**config.mk**
```make
export PLATFORM = sky130hd
export DESIGN_NAME = apb_reg_target_flat
export DESIGN_NICKNAME = d
export VERILOG_FILES = /design/src/rtl/apb_reg_target_if.sv /design/src/rtl/apb_reg_target.sv /design/src/flat_wrapper.sv
export SDC_FILE = /design/constraint.sdc
export NUM_CORES = 1
export LEC_CHECK = 0
export BUFFER_PORTS_ARGS = -buffer_cell sky130_fd_sc_hd__buf_2
export CORE_AREA = 2 2 439 441
export CTS_CLUSTER_DIAMETER = 100
export DETAILED_ROUTE_END_ITERATION = 8
export DIE_AREA = 0 0 441 443
export PLACE_DENSITY = 0.38
export SLEW_MARGIN = 20
export SYNTH_ARGS = -nofsm -noshare
export SYNTH_HDL_FRONTEND = slang
export SYNTH_SLANG_ARGS = --single-unit
```
**constraint.sdc**
```tcl
create_clock -name clk -period 7.4 [get_ports clk]
set_clock_uncertainty 0.05 [all_clocks]
set_input_delay 1.11 -clock clk [delete_from_list [all_inputs] [get_ports clk]]
set_output_delay 1.11 -clock clk [all_outputs]
set_load 0.1 [all_outputs]
```
**src/rtl/apb_reg_target_if.sv**
```systemverilog
// APB completer-side bus bundle for apb_reg_target.
// Carries pstrb only when APB_TGT_PSTRB_EN is defined.
interface apb_reg_target_if #(
    parameter int ADDR_W = 32,
    parameter int DATA_W = 32
);
    logic              psel;
    logic              penable;
    logic              pwrite;
    logic [ADDR_W-1:0] paddr;
    logic [DATA_W-1:0] pwdata;
`ifdef APB_TGT_PSTRB_EN
    logic [DATA_W/8-1:0] pstrb;
`endif
    logic              pready;
    logic [DATA_W-1:0] prdata;
    logic              pslverr;

`ifdef APB_TGT_PSTRB_EN
    modport master (output psel, penable, pwrite, paddr, pwdata, pstrb,
                    input  pready, prdata, pslverr);
    modport slave  (input  psel, penable, pwrite, paddr, pwdata, pstrb,
                    output pready, prdata, pslverr);
`else
    modport master (output psel, penable, pwrite, paddr, pwdata,
                    input  pready, prdata, pslverr);
    modport slave  (input  psel, penable, pwrite, paddr, pwdata,
                    output pready, prdata, pslverr);
`endif
endinterface

```
**src/rtl/apb_reg_target.sv**
```systemverilog
// APB completer register bank: RW control words, RO status words, wait states, pslverr.
// Define APB_TGT_PSTRB_EN to add byte-strobed writes (pstrb in the bus interface).
//
// state  | meaning
// S_IDLE | waiting for psel & penable; latches the access
// S_WAIT | down-counting wait states; psel low aborts the access
// S_RESP | one-cycle pready with registered prdata / pslverr / wr_pulse
module apb_reg_target #(
    parameter int                  NUM_REGS    = 16,
    parameter int                  DATA_W      = 32,
    parameter int                  ADDR_W      = 32,
    parameter logic [ADDR_W-1:0]   BASE_ADDR   = '0,
    parameter int                  WAIT_CYCLES = 1,
    parameter logic [NUM_REGS-1:0] RO_MASK     = '0
) (
    input  logic                       clk,
    input  logic                       rst_n,
    apb_reg_target_if.slave            bus,
    output logic [NUM_REGS*DATA_W-1:0] reg_out,
    output logic [NUM_REGS-1:0]        wr_pulse,
    input  logic [NUM_REGS*DATA_W-1:0] status_in
);
    localparam int         IDX_W    = (NUM_REGS > 1) ? $clog2(NUM_REGS) : 1;
    localparam logic [3:0] CNT_LOAD = (WAIT_CYCLES > 0) ? 4'(WAIT_CYCLES - 1) : 4'd0;

    typedef enum logic [1:0] {S_IDLE, S_WAIT, S_RESP} state_t;

    state_t              state_q, state_d;
    logic [3:0]          cnt_q;
    logic [ADDR_W-1:0]   addr_q;
    logic [DATA_W-1:0]   wdata_q;
    logic                write_q;
    logic [DATA_W-1:0]   regs_q   [NUM_REGS];
    logic [DATA_W-1:0]   status_w [NUM_REGS];

    logic                pready_q;
    logic                pslverr_q;
    logic [DATA_W-1:0]   prdata_q;
    logic [NUM_REGS-1:0] wr_pulse_q;

    logic                start;
    logic                go_resp;

    logic [ADDR_W-1:0]   acc_addr;
    logic [ADDR_W-1:0]   offset;
    logic [ADDR_W-1:0]   idx_full;
    logic [IDX_W-1:0]    idx;
    logic [DATA_W-1:0]   acc_wdata;
    logic [DATA_W-1:0]   wr_word;
    logic [DATA_W-1:0]   rd_word;
    logic                acc_write;
    logic                in_range;
    logic                ro_hit;
    logic                err;
    logic                wr_any;
`ifdef APB_TGT_PSTRB_EN
    logic [DATA_W/8-1:0] strb_q;
    logic [DATA_W/8-1:0] acc_strb;
`endif

    for (genvar i = 0; i < NUM_REGS; i++) begin : g_words
        assign reg_out[i*DATA_W +: DATA_W] = regs_q[i];
        assign status_w[i] = status_in[i*DATA_W +: DATA_W];
    end

    assign bus.pready  = pready_q;
    assign bus.prdata  = prdata_q;
    assign bus.pslverr = pslverr_q;
    assign wr_pulse    = wr_pulse_q;

    always_ff @(posedge clk) begin
        if (!rst_n) begin
            state_q <= S_IDLE;
        end else begin
            state_q <= state_d;
        end
    end

    always_comb begin
        state_d = state_q;
        start   = 1'b0;
        go_resp = 1'b0;
        case (state_q)
            S_IDLE: begin
                if (bus.psel && bus.penable) begin
                    start = 1'b1;
                    if (WAIT_CYCLES == 0) begin
                        state_d = S_RESP;
                        go_resp = 1'b1;
                    end else begin
                        state_d = S_WAIT;
                    end
                end
            end
            S_WAIT: begin
                if (!bus.psel) begin
                    state_d = S_IDLE;
                end else if (cnt_q == 4'd0) begin
                    state_d = S_RESP;
                    go_resp = 1'b1;
                end
            end
            S_RESP:  state_d = S_IDLE;
            default: state_d = S_IDLE;
        endcase
    end

    // With zero wait states the response edge is also the capture edge, so decode the live bus in IDLE.
    always_comb begin
        if (state_q == S_IDLE) begin
            acc_addr  = bus.paddr;
            acc_wdata = bus.pwdata;
            acc_write = bus.pwrite;
`ifdef APB_TGT_PSTRB_EN
            acc_strb  = bus.pstrb;
`endif
        end else begin
            acc_addr  = addr_q;
            acc_wdata = wdata_q;
            acc_write = write_q;
`ifdef APB_TGT_PSTRB_EN
            acc_strb  = strb_q;
`endif
        end
        offset   = acc_addr - BASE_ADDR;
        idx_full = offset >> 2;
        idx      = idx_full[IDX_W-1:0];
        in_range = (acc_addr >= BASE_ADDR) && (idx_full < ADDR_W'(NUM_REGS));
        ro_hit   = in_range && RO_MASK[idx];
        err      = (acc_addr[1:0] != 2'b00) || !in_range || (acc_write && ro_hit);
        rd_word  = ro_hit ? status_w[idx] : regs_q[idx];
        wr_word  = acc_wdata;
`ifdef APB_TGT_PSTRB_EN
        err      = err || (!acc_write && (acc_strb != '0));
        wr_any   = |acc_strb;
        for (int b = 0; b < DATA_W/8; b++) begin
            wr_word[b*8 +: 8] = acc_strb[b] ? acc_wdata[b*8 +: 8] : regs_q[idx][b*8 +: 8];
        end
`else
        wr_any   = 1'b1;
`endif
    end

    always_ff @(posedge clk) begin
        if (!rst_n) begin
            cnt_q      <= 4'd0;
            addr_q     <= '0;
            wdata_q    <= '0;
            write_q    <= 1'b0;
            pready_q   <= 1'b0;
            pslverr_q  <= 1'b0;
            prdata_q   <= '0;
            wr_pulse_q <= '0;
`ifdef APB_TGT_PSTRB_EN
            strb_q     <= '0;
`endif
            for (int i = 0; i < NUM_REGS; i++) begin
                regs_q[i] <= '0;
            end
        end else begin
            pready_q   <= go_resp;
            pslverr_q  <= 1'b0;
            prdata_q   <= '0;
            wr_pulse_q <= '0;
            if (start) begin
                addr_q  <= bus.paddr;
                wdata_q <= bus.pwdata;
                write_q <= bus.pwrite;
`ifdef APB_TGT_PSTRB_EN
                strb_q  <= bus.pstrb;
`endif
                cnt_q   <= CNT_LOAD;
            end else if (state_q == S_WAIT && cnt_q != 4'd0) begin
                cnt_q <= cnt_q - 4'd1;
            end
            if (go_resp) begin
                pslverr_q <= err;
                if (!acc_write) begin
                    prdata_q <= err ? '0 : rd_word;
                end else if (!err && wr_any) begin
                    regs_q[idx]     <= wr_word;
                    wr_pulse_q[idx] <= 1'b1;
                end
            end
        end
    end
endmodule

```
**src/flat_wrapper.sv**
```systemverilog
// flat-port wrapper written by rule: the top's interface ports become plain ports
module apb_reg_target_flat 
#(
    parameter int                  NUM_REGS    = 16,
    parameter int                  DATA_W      = 32,
    parameter int                  ADDR_W      = 32,
    parameter logic [ADDR_W-1:0]   BASE_ADDR   = '0,
    parameter int                  WAIT_CYCLES = 1,
    parameter logic [NUM_REGS-1:0] RO_MASK     = '0
)
  (clk, rst_n, reg_out, wr_pulse, status_in, bus_psel, bus_penable, bus_pwrite, bus_paddr, bus_pwdata, bus_pready, bus_prdata, bus_pslverr);
  apb_reg_target_if #(.ADDR_W(ADDR_W), .DATA_W(DATA_W)) bus_i ();
  input  logic clk;
  input  logic rst_n;
  output logic [NUM_REGS*DATA_W-1:0] reg_out;
  output logic [NUM_REGS-1:0] wr_pulse;
  input  logic [NUM_REGS*DATA_W-1:0] status_in;
  input wire logic [$bits(bus_i.psel)-1:0] bus_psel;
  input wire logic [$bits(bus_i.penable)-1:0] bus_penable;
  input wire logic [$bits(bus_i.pwrite)-1:0] bus_pwrite;
  input wire logic [$bits(bus_i.paddr)-1:0] bus_paddr;
  input wire logic [$bits(bus_i.pwdata)-1:0] bus_pwdata;
  output wire logic [$bits(bus_i.pready)-1:0] bus_pready;
  output wire logic [$bits(bus_i.prdata)-1:0] bus_prdata;
  output wire logic [$bits(bus_i.pslverr)-1:0] bus_pslverr;
  assign bus_i.psel = bus_psel;
  assign bus_i.penable = bus_penable;
  assign bus_i.pwrite = bus_pwrite;
  assign bus_i.paddr = bus_paddr;
  assign bus_i.pwdata = bus_pwdata;
  assign bus_pready = bus_i.pready;
  assign bus_prdata = bus_i.prdata;
  assign bus_pslverr = bus_i.pslverr;
  apb_reg_target #(.NUM_REGS(NUM_REGS), .DATA_W(DATA_W), .ADDR_W(ADDR_W), .BASE_ADDR(BASE_ADDR), .WAIT_CYCLES(WAIT_CYCLES), .RO_MASK(RO_MASK)) u_core (.clk(clk), .rst_n(rst_n), .bus(bus_i), .reg_out(reg_out), .wr_pulse(wr_pulse), .status_in(status_in));
endmodule
```
# Yosys cells after proc, flatten, opt, wreduce, memory -nomap -nowiden
# Memory sizes are Yosys's and may differ from the RTL's.
# Cells that the tools add are included.
# W data, S select, Z words.
# op_classes
reduce_logical,19
add_sub_neg,1
n_bitwise,4
n_lt_le_gt_ge,5
eq_ne,3
mux,28
# ops
operator,n
$mux W32,6
$bmux W32 S4,1
$ge A32 B1 Y1 const B,1
$reduce_or A32 Y1,1
$lt A30 B5 Y1 const B,1
$mux W1,15
$reduce_or A4 Y1,2
$logic_and A1 B1 Y1,6
$mux W2,3
$ge A5 B5 Y1 const B,1
$lt A4 B5 Y1 const B,1
$not A4 Y5,1
$demux W1 S4,1
$ge A4 B1 Y1 const B,1
$logic_not A4 Y1,1
$mux W4,1
$pmux W2 S2,1
$reduce_and A2 Y1,2
$reduce_bool A4 Y1,1
$sub A4 B1 Y4 const B,1
$ne A3 B2 Y1 const B,1
$not A1 Y1,3
$eq A2 B1 Y1 const B,1
$logic_not A2 Y1,1
5 further kinds,6
# word_totals
n_memories,2
ff_bits,121
mem_bits_ro,16
ramBits,512
word_cells,71
output_inout_bits,562
in_bits,581
# mem_list
name,words,width,read_ports,rd_clocked_by_memory_dff,write_ports,line_no,text
u_core.regs_q,16,32,17,0,16,apb_reg_target.sv:33,logic [DATA_W-1:0] regs_q [NUM_REGS];
(name not given),16,1,1,0,0,apb_reg_target.sv:129,ro_hit = in_range && RO_MASK[idx];

# Longest topological paths before layout
# Gate-level depths: netlist of run 1.
# logic_depth
depth_word,14
mapped_depth,10
ltp_nobuf,7

# Worst setup path after synthesis of run 1
# No wires, ideal clock.
# synth_timing
path_type,input to register
startpoint,input port bus_paddr[16]
endpoint,"memory u_core.regs_q[0][0], enable pin"
t_arrival_ns,4.618
stages,6
slack_ns,2.267
setup_ns,0.466
required_time_ns,6.884
path_buffers,2
cell_sequence,or4_1 -> nor3_2 -> o211ai_1 -> buf_2 -> buf_6 -> o21ai_0
# synth_rtl
element,line_no,text
from (decl),flat_wrapper.sv:21,input wire logic [$bits(bus_i.paddr)-1:0] bus_paddr;
to (decl),apb_reg_target.sv:33,

==> results of run 1 <==
==> state kept, by name, summed over array words and instances (netlist names) <==
| register | count |
|---|---|
| u_core.addr_q | 32 |
| u_core.bus.prdata | 32 |
| u_core.wr_pulse | 16 |
| u_core.bus.pready | 1 |
| u_core.state_q | 2 |
| u_core.cnt_q | 4 |
| u_core.regs_q | 512 |
| u_core.write_q | 1 |
| u_core.bus.pslverr | 1 |
| u_core.wdata_q | 32 |
==> cells in the mapped netlist, drive strengths merged <==
library cell / instances
or2: 1
o31a: 1
and3b: 1
nor2: 541
o211ai: 6
nand2b: 3
o31ai: 1
or4b: 2
and4bb: 1
buf: 133
ha: 1
and3: 1
nand4: 2
or4: 3
inv: 6
a21boi: 65
xor2: 2
nor4bb: 1
nor4: 13
o21a: 4
nand3: 4
a31oi: 4
a211oi: 1
o21ai: 20
dfxtp: 121
nor4b: 2
edfxtp: 512
a21o: 128
a22oi: 256
nand2: 360
a21oi: 1
nor3: 3
a41oi: 32
xnor2: 1
clkbuf: 43
==> final timing paths <==
check                startpoint                    to  slack (ns)  cells past startpoint
max           u_core.state_q[0]  u_core.regs_q[0][15]        2.91                      8
min          u_core.wdata_q[10]    u_core.wdata_q[10]        0.40                      2
max reg2reg   u_core.state_q[0]  u_core.regs_q[0][15]        2.91                      8
min reg2reg  u_core.wdata_q[10]    u_core.wdata_q[10]        0.40                      2
==> critical path, cell delays in order (launching register included) <==
cell and delay [ns]:
dfxtp_1 0.63, or2_4 0.82, a31oi_4 0.13, buf_4 0.41, nor2_1 0.19, o211ai_1 0.14, buf_12 0.31, o21ai_4 0.98
buf_12 0.33
==> metal layers <==
| metal | up-vias | track usage [%] |
|---|---|---|
| met3 | 230 | 2.704 |
| met1 | 10800 | 16.84 |
| met4 | 16 | 7.330 |
| met5 | - | 0 |
| li1 | 9408 | - |
| met2 | 833 | 25.02 |
==> logic make-up after synthesis <==
kind of cell               share of synthesized area (%)
adders and majority gates                        0.04715
xor gates and xnor gates                         0.09905
DFF                                                67.08
buffers and inverters                              3.419
AOI/OAI and AO/OA                                  15.59
and+or+nand+nor                                    13.77
==> where the power goes <==
part / switching [mW] / internal (mW)
clock network: 1.77 / 2.43
registers: 0.0752 / 3.95
logic: 1.31 / 0.210
==> cell type report <==
| type | count | area, um2 | area share (%) |
|---|---|---|---|
| sequential | 633 | 17800 | 50.04 |
| multi-input combinational | 1461 | 8109 | 22.80 |
| timing repair buffer | 678 | 3641 | 10.24 |
| tap | 2526 | 3161 | 8.886 |
| clock buffer | 109 | 2297 | 6.459 |
| clock inverter | 45 | 516.7 | 1.453 |
| inverter | 6 | 22.52 | 0.06332 |
| antenna | 9 | 22.52 | 0.06332 |
==> through the flow <==
stage                     util, %  setup slack (ns)  hold WS [ns]  total power [mW]
after floorplan                 -             2.267        0.3795             5.149
after global placement      17.12             2.079        0.3912             5.643
after detailed placement    17.12             2.075        0.3949             5.645
after CTS                   18.59             2.737        0.4025             9.894
after global routing        18.60             2.638        0.4177             10.05
final                       18.60             2.909        0.4008             9.741
==> cells in the final DEF, fill, tap and decap left out, types with 35 or more instances in the layout <==
cell type and count:
nand2_1 360, nor2_1 540, a21o_1 128, buf_2 629, a21boi_1 35, a22oi_1 256, buf_4 39, edfxtp_1 512
dfxtp_1 121, clkbuf_16 85
==> flow_summary.yaml, run 1 <==
placed_design:
  dp_cells: 5304
  globalplace.congestion: 0.8083
  dpl-instance-area_um2: 32730
  port_buffers: 630
  place_hpwl_mm: 98.43
drt:
  vias_per_cell: 3.893
  postRouteAntennaNets: 0
  wl_mm: 144.9
  routed.top_layer: "met5"
  drt_iter0_drc: 1800
  wl_per_cell_um: 26.51
  wl_met3_mm: 8.167
  drc: 0
  dr_wl_met2_mm: 72.91
  dr_total_vias: 21280
  firstDrtPassIters: 5
  wl_met1_mm: 56.23
job:
  drv_cap: 0
clock_network:
  clk_latency_ns: 0.73
  hold_buffers: 0
  numCtsBuffers: 84
  cts.sinks: 633
  ctsResizeCount: 0
  htreeDepth: 3
  post_cts_buffers: 0
  clk_pin_slew_ns: 0.06
  cts_tree: "built"
  clockBufferDepth: 3
  cts_root_buf: "clkbuf_16"
sta:
  maxSlewHeadroom_pct: 24.66
  hold_violations: 0
  grt_setup_unrepaired: "no"
  post-route-min-period_ns: 4.491
  period_share_pct: 60.69
  max_freq_mhz: 222.7
  worst_pin_slew_ns: 1.126
  drv_slew: 0
  finalSetupViolCount: 0
  totalNegativeSetupSlack_ns: 0
yosys:
  synthDistinctLibCells: 45
  netlist_top_cells_area: "edfxtp_1 58%, dfxtp_1 9.1%, nor2_1 7.6%, a22oi_1 7.2%, nand2_1 5.1%"
  synth_fp_nets: 2858
  yosysSeqAreaShare_pct: 67.08
  syn-mean-instance-area_um2: 11.66
  synth_seq_cells: 633
  synth_top_cell_by_area: "edfxtp_1"
  synth_area_um2: 26530
  yosys.area.top_type_share_pct: 57.95
  netlist_instances: 2276
  synth-warning-count: 0
critical_path:
  cp-end-kind: "flip-flop"
  start_kind: "flip-flop"
  crit_fanout: 136
  worstSetupPathType: "flip-flop to flip-flop"
  critPathRequiredTime_ns: 7.74
  arrival_ns: 4.83
global_route:
  gr-total-overflow: 0
  grt_pass1_wl_mm: 191.7
  antenna_found_initial: 30
  grt_max_degree: 161
  grt_pass1_vias: 21030
  track_usage_pct: 14.43
layout:
  final_nets: 3446
  final_area_um2: 35570
  layout-drive-gt1-share_pct: 29.54
  stdcell_count: 5467
  area_growth_pct: 34.05
  num-fill-cells: 21090
floorplanning:
  core-area_um2: 191200
  dieHeight_um: 443
  die-area_um2: 195400
  initial_core_util_pct: 13.88
  floorplan.die.width_um: 441
  io-pin-count: 1143
  rows: 161
power:
  power.density_nw_per_um2: 273.9
  vdd_drop_max_mv: 0.1479
  power.leakage_nw: 12.61
min_path:
  worstHoldPathType: "flip-flop to flip-flop"
status:
  status: "completed"
Note: power is estimated with default switching activity, not from simulation.
==> inputs of run 2 (changes only) <==
Clock period 7.4 ns to 4.7 ns, I/O delays scaled along.
==> run 2 against run 1 <==
Compared with the run above:
- fmax is 26% higher
- cell area up 1.6%
- global-route usage increased by 0.26 points
- die area unchanged
- via count increased by 1.6%
- core utilization rose by 0.29 points
- combinational power is 61% higher
- critical path depth is the same
- sequential share of layout area down 0.77 points
- count of clock-buffer cells in the layout increased by 2
- sequential cell count is the same
- first-iteration DRC count increased by 13%
- largest power group unchanged
==> flow_summary.yaml, run 2 (synthesized netlist as in run 1, its figures left out) <==
global_route:
  gr-total-overflow: 0
  grt_use_met1_pct: 16.92
  grt_pass1_wl_mm: 194.7
  met2_usage_pct: 25.56
  track_usage_pct: 14.69
  grt_max_degree: 82
  grt.busiest_layer: "met2"
  met3_usage_pct: 3.943
  antenna_found_initial: 36
  grt_pass1_vias: 21400
sta:
  post-route-min-period_ns: 3.557
  finalSetupViolCount: 0
  totalNegativeSetupSlack_ns: 0
  worst_pin_slew_ns: 1.050
  grt_setup_unrepaired: "no"
  setup_ws_ns: 1.143
  max_freq_mhz: 281.1
  drv_slew: 0
  holdWs_ns: 0.1814
  maxSlewHeadroom_pct: 29.76
  hold_violations: 0
  period_share_pct: 75.68
floorplanning:
  core-area_um2: 191200
  io-pin-count: 1143
  floorplan.die.width_um: 441
  rows: 161
  initial_core_util_pct: 13.88
  dieHeight_um: 443
  die-area_um2: 195400
min_path:
  whs_path_depth: 3
  hp-start: "bus_pwdata[24]"
  hold_end: "u_core.wdata_q[24]"
  worstHoldPathType: "primary input to flip-flop"
drt:
  wl_per_cell_um: 26.91
  firstDrtPassIters: 6
  vias_per_cell: 3.931
  postRouteAntennaNets: 0
  drt_iter0_drc: 2026
  dr_total_vias: 21630
  wl_mm: 148.1
  drc: 0
critical_path:
  critPathRequiredTime_ns: 5.07
  start_kind: "flip-flop"
  cp-end-kind: "flip-flop"
  rr_endpoint: "u_core.regs_q[3][14]"
  arrival_ns: 3.93
  r2r_cells: 8
  rr_startpoint: "u_core.state_q[0]"
  crit_fanout: 35
  reg2reg_slack_ns: 1.14
  worstSetupPathType: "flip-flop to flip-flop"
clock_network:
  clockBufferDepth: 3
  numCtsBuffers: 86
  cts_tree: "built"
  clk_latency_ns: 0.72
  clk_pin_slew_ns: 0.06
  ctsResizeCount: 0
  hold_buffers: 0
  htreeDepth: 3
  post_cts_buffers: 0
  cts_root_buf: "clkbuf_16"
  cts.sinks: 633
power:
  vdd_drop_max_mv: 0.2478
  power.leakage_nw: 12.88
  power.density_nw_per_um2: 426.0
  power_mw: 15.39
layout:
  layout-drive-gt1-share_pct: 30.32
  num-fill-cells: 21090
  mostFrequentLayoutCells: "629 x buf_2, 540 x nor2_1, 512 x edfxtp_1, 360 x nand2_1, 256 x a22oi_1"
  largest_register_ffs: 512
  area_growth_pct: 36.14
  final_area_um2: 36120
  largest_register: "u_core.regs_q"
  final_nets: 3484
  fin_util_pct: 18.89
  final_common_cell: "buf_2"
  stdcell_count: 5502
placed_design:
  dp_cells: 5340
  place_hpwl_mm: 103.5
  globalplace.congestion: 0.7737
  dp_slack_ns: 0.9110
  port_buffers: 630
  dpl-instance-area_um2: 33330
status:
  status: "completed"
job:
  drv_cap: 0
run 2: changes by cell type in the layout (fill, tap and decap cells not counted), moves of 3 or more:
cell	before	now
buf_4	39	48
clkinv_2	9	14
clkinvlp_4	2	5
diode_2	9	4
clkbuf_8	8	2
buf_12	10	37
clkinv_1	13	10
clkbuf_1	16	23
run 2: power breakdown:
group          leakage, nW  switching, mW  internal, mW
clock                 1.34           2.77          3.82
sequential            6.28          0.133          6.22
combinational         5.26           2.07         0.379
run 2: critical path: stages, from the launching register on:
cell,delay (ns)
dfxtp_1,0.63
or2_4,0.57
nor3_2,0.15
buf_4,0.19
o211ai_1,0.19
buf_4,0.24
buf_4,0.49
buf_4,0.55
nor2_1,0.11
run 2: metal layers:
| layer | wire (um) | part of all wire, % |
|---|---|---|
| met5 | 180 | 0.12 |
| met4 | 6076 | 4.1 |
| met3 | 10270 | 6.9 |
| met2 | 74840 | 51 |
| met1 | 56680 | 38 |
run 2: how the worst max path moves through the flow:
| stage | start | endpoint | cells past startpoint | slack, ns |
|---|---|---|---|---|
| floorplan | bus_paddr[16] | u_core.regs_q[0][0] | 6 | -0.03 |
| global placement | bus_paddr[27] | u_core.regs_q[1][31] | 11 | 0.89 |
| detailed placement | bus_paddr[27] | u_core.regs_q[1][16] | 11 | 0.91 |
| CTS | u_core.state_q[0] | u_core.regs_q[0][14] | 8 | 1.01 |
| global route | u_core.state_q[0] | u_core.regs_q[3][14] | 8 | 0.90 |
| finish | u_core.state_q[0] | u_core.regs_q[3][14] | 8 | 1.14 |
run 2: final cells by class:
cell class,count,area (um2),share of cell area (%)
repair buffers,714,4249,11.76
multi-input cells,1461,8103,22.43
clock inverters,47,511.7,1.417
inverters,6,22.52,0.06235
flip-flops and latches,633,17800,49.27
well taps,2526,3161,8.750
diodes,4,10.01,0.02771
clock buffers,111,2266,6.273
==> inputs of run 3 (changes only) <==
Clock period 4.7 ns to 3.2 ns, I/O delays scaled along.
==> run 3 against run 2 <==
Compared with the run above:
- die area unchanged
- routed wire length increased by 0.20%
- non-clock buffer count grew 91
- core utilization rose by 0.64 points
==> flow_summary.yaml, run 3 (synthesized netlist as in run 1, its figures left out) <==
status:
  status: "completed"
global_route:
  grt_pass1_wl_mm: 196.1
  grt_use_met1_pct: 17.31
  track_usage_pct: 14.68
  grt_pass1_vias: 21550
  met2_usage_pct: 26.09
  grt.busiest_layer: "met2"
  antenna_found_initial: 26
  grt_max_degree: 75
  met3_usage_pct: 2.781
  gr-total-overflow: 0
layout:
  area_growth_pct: 40.78
  final_nets: 3571
  multi_input_area_um2: 8124
  mostFrequentLayoutCells: "629 x buf_2, 540 x nor2_1, 512 x edfxtp_1, 360 x nand2_1, 256 x a22oi_1"
  num-fill-cells: 21020
  stdcell_count: 5587
  final_common_cell: "buf_2"
  largest_register_ffs: 512
  layout-drive-gt1-share_pct: 30.37
  seqCellArea_um2: 17800
  largest_register: "u_core.regs_q"
clock_network:
  clk_pin_slew_ns: 0.06
  htreeDepth: 3
  cts_tree: "built"
  clockBufferDepth: 3
  cts_root_buf: "clkbuf_16"
  numCtsBuffers: 82
  clk_latency_ns: 0.70
  cts.sinks: 633
sta:
  finalSetupViolCount: 0
  hold_violations: 0
  maxSlewHeadroom_pct: 32.05
  holdWs_ns: 0.08189
  drv_slew: 0
  period_share_pct: 92.38
  post-route-min-period_ns: 2.956
  totalNegativeSetupSlack_ns: 0
  worst_pin_slew_ns: 1.019
  grt_setup_unrepaired: "no"
  max_freq_mhz: 338.3
critical_path:
  path_cells: "dlygate4sd3_1, buf_2, nor4_4, buf_4, nand3_1, nor3_2, buf_4, o211ai_1, buf_12, o21ai_4, buf_12"
  reg2reg_slack_ns: 0.25
  start_kind: "primary input"
  critPathSlowestCell: "dlygate4sd3_1"
  max_stage_delay_ns: 0.53
  worstSetupStartpoint: "bus_paddr[27]"
  rr_startpoint: "u_core.state_q[1]"
  cp-endpoint: "u_core.regs_q[2][27]"
  r2r_cells: 6
  critPathRequiredTime_ns: 3.55
  worstSetupPathType: "primary input to flip-flop"
  crit_fanout: 14
  arrival_ns: 3.31
  rr_endpoint: "u_core.regs_q[2][9]"
  cp-end-kind: "flip-flop"
floorplanning:
  floorplan.die.width_um: 441
  die-area_um2: 195400
  core-area_um2: 191200
  io-pin-count: 1143
  dieHeight_um: 443
  rows: 161
  initial_core_util_pct: 13.88
placed_design:
  globalplace.congestion: 0.8298
  dp_cells: 5366
  port_buffers: 630
  place_hpwl_mm: 106.9
power:
  seqPwrFrac_pct: 40.7
  sw_frac_of_total_pct: 31.81
  p_switching_mw: 7.282
  power_frac_comb_pct: 16.4
  p_int_mw: 15.61
  vdd_drop_max_mv: 0.4292
  power.leakage_nw: 13.43
  power.density_nw_per_um2: 612.9
  clockPowerShare_pct: 42.9
drt:
  wl_per_cell_um: 26.55
  drc: 0
  vias_per_cell: 3.951
  wl_mm: 148.3
  postRouteAntennaNets: 0
  drt_iter0_drc: 1674
  dr_total_vias: 22080
  firstDrtPassIters: 5
min_path:
  worstHoldPathType: "primary input to flip-flop"
job:
  drv_cap: 0
## run 3: cell types whose count changed in the layout (fill, tap and decap cells not counted), moves of 3 or more
cell           previous run  this run
buf_12                   37        62
buf_6                     0         3
inv_6                     2         5
clkinv_1                 10         4
clkbuf_8                  2        10
dlygate4sd3_1             0        65
clkinv_2                 14         8
clkbuf_16                86        83
## run 3: how the worst min path moves through the flow
stage	cells past startpoint	slack, ns	to	from
2_1_floorplan	2	0.38	u_core.addr_q[23]	u_core.addr_q[23]
3_3_place_gp	2	0.39	u_core.addr_q[16]	u_core.addr_q[16]
3_5_place_dp	2	0.40	u_core.wdata_q[6]	u_core.wdata_q[6]
4_1_cts	3	0.003	u_core.wdata_q[11]	bus_pwdata[11]
5_1_grt	3	0.05	u_core.wdata_q[11]	bus_pwdata[11]
6_report	3	0.08	u_core.wdata_q[11]	bus_pwdata[11]
## run 3: cell type report
type | count | area share, %
clock buffers | 118 | 6.180
well taps | 2526 | 8.461
multi-input cells | 1461 | 21.75
clock inverters | 36 | 1.380
diodes | 2 | 0.01340
flip-flops and latches | 633 | 47.65
repair buffers | 805 | 14.51
inverters | 6 | 0.06030
## run 3: timing repair
action / CTS / global route
endpoints found under the setup margin: 0 / 52
buffers inserted: 0 / 0
hold buffers: 65 / 0
resized for setup: 0 / 4
hold endpoints to repair: 65 / 0
## run 3: power by group through the flow
stage / Clock, mW / Sequential, mW / Combinational [mW]
after floorplan: 0 / 11.1 / 0.805
after global placement: 0 / 9.50 / 3.71
after detailed placement: 0 / 9.50 / 3.71
after CTS: 10.1 / 9.33 / 3.80
after global routing: 10.4 / 9.35 / 3.88
final: 9.82 / 9.32 / 3.75
## run 3: layer usage
layer / wire length [um] / share of wire, % / vias to the layer above
met5: 125 / 0.084 / -
met2: 76160 / 51 / 787
li1: - / - / 9648
met4: 5299 / 3.6 / 20
met1: 59240 / 40 / 11410
met3: 7526 / 5.1 / 208
## run 3: per-stage QoR
stage | total power, mW | cell area (um2) | utilization [%] | setup WS (ns)
floorplan | 11.90 | 26550 | - | -0.4369
global placement | 13.21 | 33850 | 17.71 | -0.1896
detailed placement | 13.21 | 33850 | 17.71 | -0.1879
CTS | 23.20 | 37330 | 19.53 | 0.04346
global route | 23.60 | 37350 | 19.54 | 0.04849
finish | 22.89 | 37350 | 19.54 | 0.2439
## run 3: worst max-delay path, delay by kind of cell
family	cells	cell delay, ns
AOI/OAI and AO/OA	2	0.56
and+or+nand+nor	3	0.69
buffers and inverters	6	1.54
